`config.mk`:
```
export PLATFORM = sky130hd
export DESIGN_NAME = scsp_midi_out
export DESIGN_NICKNAME = d
export VERILOG_FILES = /design/src/rtl/scsp_midi_out.sv
export SDC_FILE = /design/constraint.sdc
export NUM_CORES = 1
export LEC_CHECK = 0
export CORE_MARGIN = 3
export CORE_UTILIZATION = 25
export CTS_CLUSTER_SIZE = 28
export DETAILED_ROUTE_END_ITERATION = 8
export GPL_TIMING_DRIVEN = 0
export SKIP_CTS_REPAIR_TIMING = 1
export SLEW_MARGIN = 15
export SYNTH_ARGS = -nofsm -noshare
export SYNTH_HDL_FRONTEND = slang
export SYNTH_SLANG_ARGS = --single-unit
```
`constraint.sdc`:
```
create_clock -name CLK -period 4.9 [get_ports CLK]
set_input_delay 0.735 -clock CLK [delete_from_list [all_inputs] [get_ports CLK]]
set_output_delay 0.735 -clock CLK [all_outputs]
set_load 0.005 [all_outputs]
```
`src/rtl/scsp_midi_out.sv`:
```
// rtl/scsp_midi_out.sv - SCSP MIDI-out transmitter: MOBUF FIFO feeding an 8N1 serialiser on MIDI_TXD.
// Optional `define SCSP_MIDI_OUT_IRQ_EN adds IRQ_OE, a one-CE pulse on the rising edge of OE.
module scsp_midi_out #(
  parameter int BIT_DIV    = 723,
  parameter int FIFO_DEPTH = 4
) (
  input  logic       CLK,
  input  logic       RST_N,
  input  logic       CE,
  input  logic [7:0] MOBUF_DI,
  input  logic       MOBUF_WE,
  output logic       MIDI_TXD,
  output logic       OE,
  output logic       OF,
  output logic       BUSY,
  output logic       OVF
`ifdef SCSP_MIDI_OUT_IRQ_EN
  ,
  output logic       IRQ_OE
`endif
);

  localparam int PW = $clog2(FIFO_DEPTH);
  localparam int CW = PW + 1;
  localparam int TW = 12;
  localparam logic [CW-1:0] DEPTH_C    = CW'(FIFO_DEPTH);
  localparam logic [TW-1:0] TIMER_LAST = TW'(BIT_DIV - 1);

  typedef enum logic [1:0] {IDLE, START, DATA, STOP} state_t;

  state_t        state, state_n;
  logic [TW-1:0] timer, timer_n;
  logic [2:0]    bit_idx, bit_idx_n;
  logic [7:0]    shift, shift_n;
  logic          txd_n;
  logic [PW-1:0] wr_ptr, rd_ptr;
  logic [CW-1:0] count, count_n;
  logic [7:0]    mem [FIFO_DEPTH];
  logic          pop, push, drop, timer_done, fifo_empty, oe_n;

  always_comb begin
    state_n    = state;
    timer_n    = timer;
    bit_idx_n  = bit_idx;
    shift_n    = shift;
    txd_n      = MIDI_TXD;
    pop        = 1'b0;
    fifo_empty = (count == '0);
    timer_done = (timer == TIMER_LAST);
    case (state)
      IDLE: begin
        if (!fifo_empty) begin
          pop     = 1'b1;
          shift_n = mem[rd_ptr];
          txd_n   = 1'b0;
          timer_n = '0;
          state_n = START;
        end
      end
      START: begin
        if (timer_done) begin
          timer_n   = '0;
          bit_idx_n = '0;
          txd_n     = shift[0];
          state_n   = DATA;
        end else begin
          timer_n = timer + 1'b1;
        end
      end
      DATA: begin
        if (timer_done) begin
          timer_n = '0;
          if (bit_idx == 3'd7) begin
            txd_n   = 1'b1;
            state_n = STOP;
          end else begin
            bit_idx_n = bit_idx + 3'd1;
            shift_n   = {1'b0, shift[7:1]};
            txd_n     = shift[1];
          end
        end else begin
          timer_n = timer + 1'b1;
        end
      end
      STOP: begin
        if (timer_done) begin
          timer_n = '0;
          // Back-to-back frames: the next start bit follows the stop bit with no idle gap.
          if (!fifo_empty) begin
            pop     = 1'b1;
            shift_n = mem[rd_ptr];
            txd_n   = 1'b0;
            state_n = START;
          end else begin
            state_n = IDLE;
          end
        end else begin
          timer_n = timer + 1'b1;
        end
      end
      default: state_n = IDLE;
    endcase

    // A pop in the same cycle frees a slot, so a write into a full FIFO still lands.
    push = MOBUF_WE && ((count < DEPTH_C) || pop);
    drop = MOBUF_WE && !push;
    case ({push, pop})
      2'b10:   count_n = count + 1'b1;
      2'b01:   count_n = count - 1'b1;
      default: count_n = count;
    endcase
    oe_n = (state_n == IDLE) && (count_n == '0);
  end

  always_ff @(posedge CLK or negedge RST_N) begin
    if (!RST_N) begin
      state    <= IDLE;
      timer    <= '0;
      bit_idx  <= '0;
      shift    <= '0;
      MIDI_TXD <= 1'b1;
      wr_ptr   <= '0;
      rd_ptr   <= '0;
      count    <= '0;
      OE       <= 1'b1;
      OF       <= 1'b0;
      BUSY     <= 1'b0;
      OVF      <= 1'b0;
`ifdef SCSP_MIDI_OUT_IRQ_EN
      IRQ_OE   <= 1'b0;
`endif
    end else if (CE) begin
      state    <= state_n;
      timer    <= timer_n;
      bit_idx  <= bit_idx_n;
      shift    <= shift_n;
      MIDI_TXD <= txd_n;
      count    <= count_n;
      if (push) wr_ptr <= wr_ptr + 1'b1;
      if (pop)  rd_ptr <= rd_ptr + 1'b1;
      OE       <= oe_n;
      OF       <= (count_n == DEPTH_C);
      BUSY     <= (state_n != IDLE);
      OVF      <= drop;
`ifdef SCSP_MIDI_OUT_IRQ_EN
      IRQ_OE   <= oe_n && !OE;
`endif
    end
  end

  always_ff @(posedge CLK) begin
    if (CE && push) mem[wr_ptr] <= MOBUF_DI;
  end

endmodule

```
# Yosys cells after proc, flatten, opt, wreduce, memory -nomap -nowiden
# Memory sizes are Yosys's and may differ from the RTL's.
# Index checks and enable logic that the tools add are counted.
dict set report word_totals {
  regBits 37
  latchBits 0
  ram_bits 32
  rom_bits 0
  in_bits 12
  output_inout_bits 5
  wordCells 84
  memories 1
}
# name depth word_bits read_ports rd_ports_with_merged_regs wr line
set memory_table {}
lappend memory_table {mem 4 8 1 0 1 38} ;# logic [7:0] mem [FIFO_DEPTH];
dict set report op_classes {
  addsub 6
  multipliers 0
  div_mod_pow 0
  order_cmp 1
  eq_ne 13
  shifts 0
  muxes 31
  bitwise 0
  n_reduce_logical 20
}
# cell count
set ops {}
lappend ops {{$mux W8} 4}
lappend ops {{$mux W12} 2}
lappend ops {{$pmux W12 S2} 1}
lappend ops {{$pmux W8 S3} 1}
lappend ops {{$add A12 B1 Y12 const B} 1}
lappend ops {{$eq A12 B10 Y1 const B} 1}
lappend ops {{$pmux W3 S2} 2}
lappend ops {{$mux W1} 10}
lappend ops {{$mux W2} 5}
lappend ops {{$ne A2 B2 Y1 const B} 5}
lappend ops {{$reduce_and A5 Y1} 2}
lappend ops {{$mux W3} 3}
lappend ops {{$pmux W2 S4} 1}
lappend ops {{$add A3 B1 Y3 const B} 2}
lappend ops {{$eq A2 B2 Y1 const B} 3}
lappend ops {{$eq A3 B3 Y1 const B} 2}
lappend ops {{$logic_not A3 Y1} 2}
lappend ops {{$reduce_and A2 Y1} 3}
lappend ops {{$add A2 B1 Y2 const B} 2}
lappend ops {{$eq A2 B1 Y1 const B} 2}
lappend ops {{$logic_and A1 B1 Y1} 4}
lappend ops {{$logic_not A2 Y1} 2}
lappend ops {{$pmux W1 S4} 1}
lappend ops {{$reduce_and A4 Y1} 1}
lappend ops {{8 further kinds} 9}

# Logic depth before layout (Yosys ltp)
dict set report depth {
  word_depth 10
  depth_mapped 13
  mapped_depth_nobuf 13
}

# Worst setup path before layout
# Ideal clock, no wire load.
dict set report synth_timing {
  path_type {register to register}
  startpoint {register state[0]}
  endpoint {register OE}
  setup_ns 0.078
  arrival_time_ns 2.544
  required_time_ns 4.822
  path_slack_ns 2.278
  stages_incl_launch_ff 13
  path_buffers 0
  period_less_slack_ns 2.622
  cell_sequence {dfrtp_1 -> inv_1 -> ha_1 -> nor2b_1 -> a41oi_1 -> nor2_1 -> ha_1 -> fa_1 -> xnor2_1 -> nor2_1 -> xnor2_1 -> o211ai_1 -> o22ai_1}
}
dict set report synth_between {
  elab_chain_len 8
  word_cells_on_any_way 19
  cone_classes {eq/ne (5); mux (8); reduce/logical (6)}
}
# element line
set synth_rtl {}
lappend synth_rtl {{start, declared} 31} ;# state_t state, state_n;
lappend synth_rtl {{start signal, assigned} 133} ;# state <= state_n;
lappend synth_rtl {{$eq A2 B2 Y1 or $logic_not A2 Y1 (tied branches)} 50} ;# case (state)
lappend synth_rtl {{$pmux W1 S2} 50}
lappend synth_rtl {{$logic_or A1 B1 Y1} 105} ;# push = MOBUF_WE && ((count < DEPTH_C) || pop);
lappend synth_rtl {{$logic_and A1 B1 Y1} 105}
lappend synth_rtl {{$eq A2 B1 Y1 or $eq A2 B2 Y1 (tied branches)} 107} ;# case ({push, pop})
lappend synth_rtl {{$pmux W3 S2} 107}
lappend synth_rtl {{$logic_not A3 Y1} 112} ;# oe_n = (state_n == IDLE) && (count_n == '0);
lappend synth_rtl {{$logic_and A1 B1 Y1 *} 112}
lappend synth_rtl {{end signal, assigned} 141} ;# OE <= oe_n;
lappend synth_rtl {{end, declared} 13} ;# output logic OE,
# Mark *: on every way between the ends. The rest lies on a longest branch, timed or not.
# A chain may end at the register's enable or synchronous reset.

# Final worst setup path
# Ends and elaborated chain as after synthesis.

==> metrics.cfg <==
[place]
place.gp.congestion = 0.792
port_buffers = 16
dpl.hpwl_um = 4630
place_inst = 467

[layout]
synthToLayoutAreaGrowth_pct = 20.1
postLayoutCoreUtil_pct = 31.2
drive_gt1_share_pct = 17.3
num-fill-cells = 1374
antenna_cells = 0
seq_area_um2 = 1890
finalNetCount = 329
multi_input_area_um2 = 1490
layout.cells.non_filler = 483

[floorplanning]
fp-row-count = 42
die_y_um = 124
io_pins = 17
coreArea_um2 = 13400
die-width_um = 124
die_area_um2 = 15400
start_util_pct = 25.9

[cts]
cts_buffers = 9
cts_sinks = 69
cts_root_buffer = clkbuf_16
clkLatencyLatePin_ns = 0.34
clk_pin_slew_ns = 0.06
cts_tree = done
clock_path_buffers = 2
htree_num_levels = 3

[timing]
slew_viol_final = 0
setup_viol = 0
grt_setup_unrepaired = no
slew_headroom_pct = 27.2
fmax_ghz = 0.332
tns_ns = 0
hold_violations = 0
fin_skew_ns = 0.00892
min_period_ns = 3.01
tightest_slew_ns = 1.08
fin_crit_sh_pct = 61.4

[power_and_ir_drop]
p_leak_nw = 1.56
power_density_nw_per_um2 = 518
ir_drop_mv = 0.241
total_power_mw = 2.16

[synthesis]
synth_nets = 301
synthTopCellsByArea = edfxtp_1 (28%), dfrtp_1 (25%), mux4_2 (5.2%)
synth_top_area_share_pct = 27.6
yosysWarnings = 0
ys_seq_area_share_pct = 54.4
synth_cell_types = 48
synth_edf_count = 32
async_flop_share_pct = 53.6
synth_flop_cell = dfrtp_1
synth_area_leader_cell = edfxtp_1
netlist_instances = 274
avgSynthCellArea_um2 = 12.7
syn-cell-area_um2 = 3480
ys_ff_latch = 69

[worst_setup_path]
worst-path-max-fanout = 8
arrival_ns = 3.27
cp_num_buf_inv = 1
slowest_stage = ha_1
critPathKind = register to register
crit_family = adder cells
cp.required_ns = 5.16
cp_cell_sequence = inv_1 > ha_1 > nor2b_1 > a41oi_1 > nor2_1 > ha_1 > fa_1 > xnor2_1 > nor2_1 > xnor2_1 > o211ai_1 > o22ai_1
critPathMaxStageDelay_ns = 0.44
cp-start-kind = register
end_kind = register

[drt]
vias_per_cell = 4.63
wirelength_um = 6620
drt_iter0_drc = 159
route.detailed.drc = 0
wl_per_cell_um = 13.7
firstDrtPassIters = 4
ant_nets = 0
vias = 2238

[run]
cap_violations = 0

[hold_path]
holdCritPathClass = input pin to async pin

[grt]
gr-total-overflow = 0
grt_pass1_wl_um = 11200
track_usage_pct = 9.49
grt_pass1_vias = 2230
antenna_found_initial = 0
grt_max_degree = 22

[outcome]
status = finished, final reports clean

[layout by cell type, fill, tap and decap left out, drive strengths merged, types with 5 or more instances in the layout]
cell,synthesis,layout
and2,6,6
buf,3,5
clkbuf,9,18
clkdlybuf4s50,0,15
dfrtp,35,35
edfxtp,32,32
ha,14,14
inv,11,17
mux2,16,16
mux4,8,8
nand2,17,17
nand3,10,10
nand4,5,5
nor2,9,9
nor2b,7,7
o21ai,25,25
o31ai,8,8
xnor2,6,6
[per-stage QoR]
stage	hold WS, ns	setup slack [ns]	instance area, um2
floorplan	0.439	2.28	3480
global placement	0.470	1.92	3860
detailed placement	0.470	1.90	3880
CTS	0.345	1.88	4180
global route	0.364	1.60	4180
finish	0.335	1.89	4180
[worst paths after layout]
path	slack (ns)	startpoint	endpoint	cells after the start
setup / recovery	1.89	state[0]	OE	12
hold / removal	0.33	RST_N	timer[3]	1
setup reg to reg	1.89	state[0]	OE	12
hold reg to reg	0.48	OE	OE	2
max in group asynchronous	4.03	RST_N	OE	2
min in group CLK	0.48	OE	OE	2
[registers in the layout, indices dropped and copies added (netlist names), 2 cells and up]
signal	count
state	2
bit_idx	3
mem	32
count	3
wr_ptr	2
rd_ptr	2
shift	8
timer	12
[where the power goes]
part | switching (mW) | internal, mW
clock | 0.283 | 0.361
combinational | 0.347 | 0.361
sequential | 0.0782 | 0.734
total | 0.708 | 1.46
[synth_stat cells, types with 7 or more instances]
| library cell | count |
|---|---|
| inv_1 | 11 |
| nand2_1 | 17 |
| o31ai_1 | 8 |
| dfrtp_1 | 35 |
| edfxtp_1 | 32 |
| mux2_4 | 7 |
| nor2b_1 | 7 |
| nor2_1 | 9 |
| nand3_1 | 10 |
| mux4_2 | 8 |
| o21ai_0 | 25 |
| clkbuf_1 | 9 |
| ha_1 | 14 |
| mux2_2 | 9 |
[logic make-up after synthesis]
logic type,after synthesis,share of synthesized area (%)
simple gates,77,12.9
flops,69,54.4
compound gates,55,10.3
mux,28,12.3
buf+inv,23,2.77
fa+ha+maj,15,5.62
xor+xnor,7,1.76
[cell type report]
type	instances	area share, %
flip-flops and latches	69	45.3
multi-input cells	182	35.7
clock buffers	9	5.39
well taps	176	5.27
repair buffers	17	4.38
clock inverters	7	1.71
plain buffers	12	1.32
inverters	11	0.989
[per-layer routing]
layer	part of all wire (%)	GRT usage, %
met2	45	14.1
met5	0	0
met1	49	13.0
met3	5.1	3.86
met4	1.1	2.26
Power figures use the tool's default switching activity.
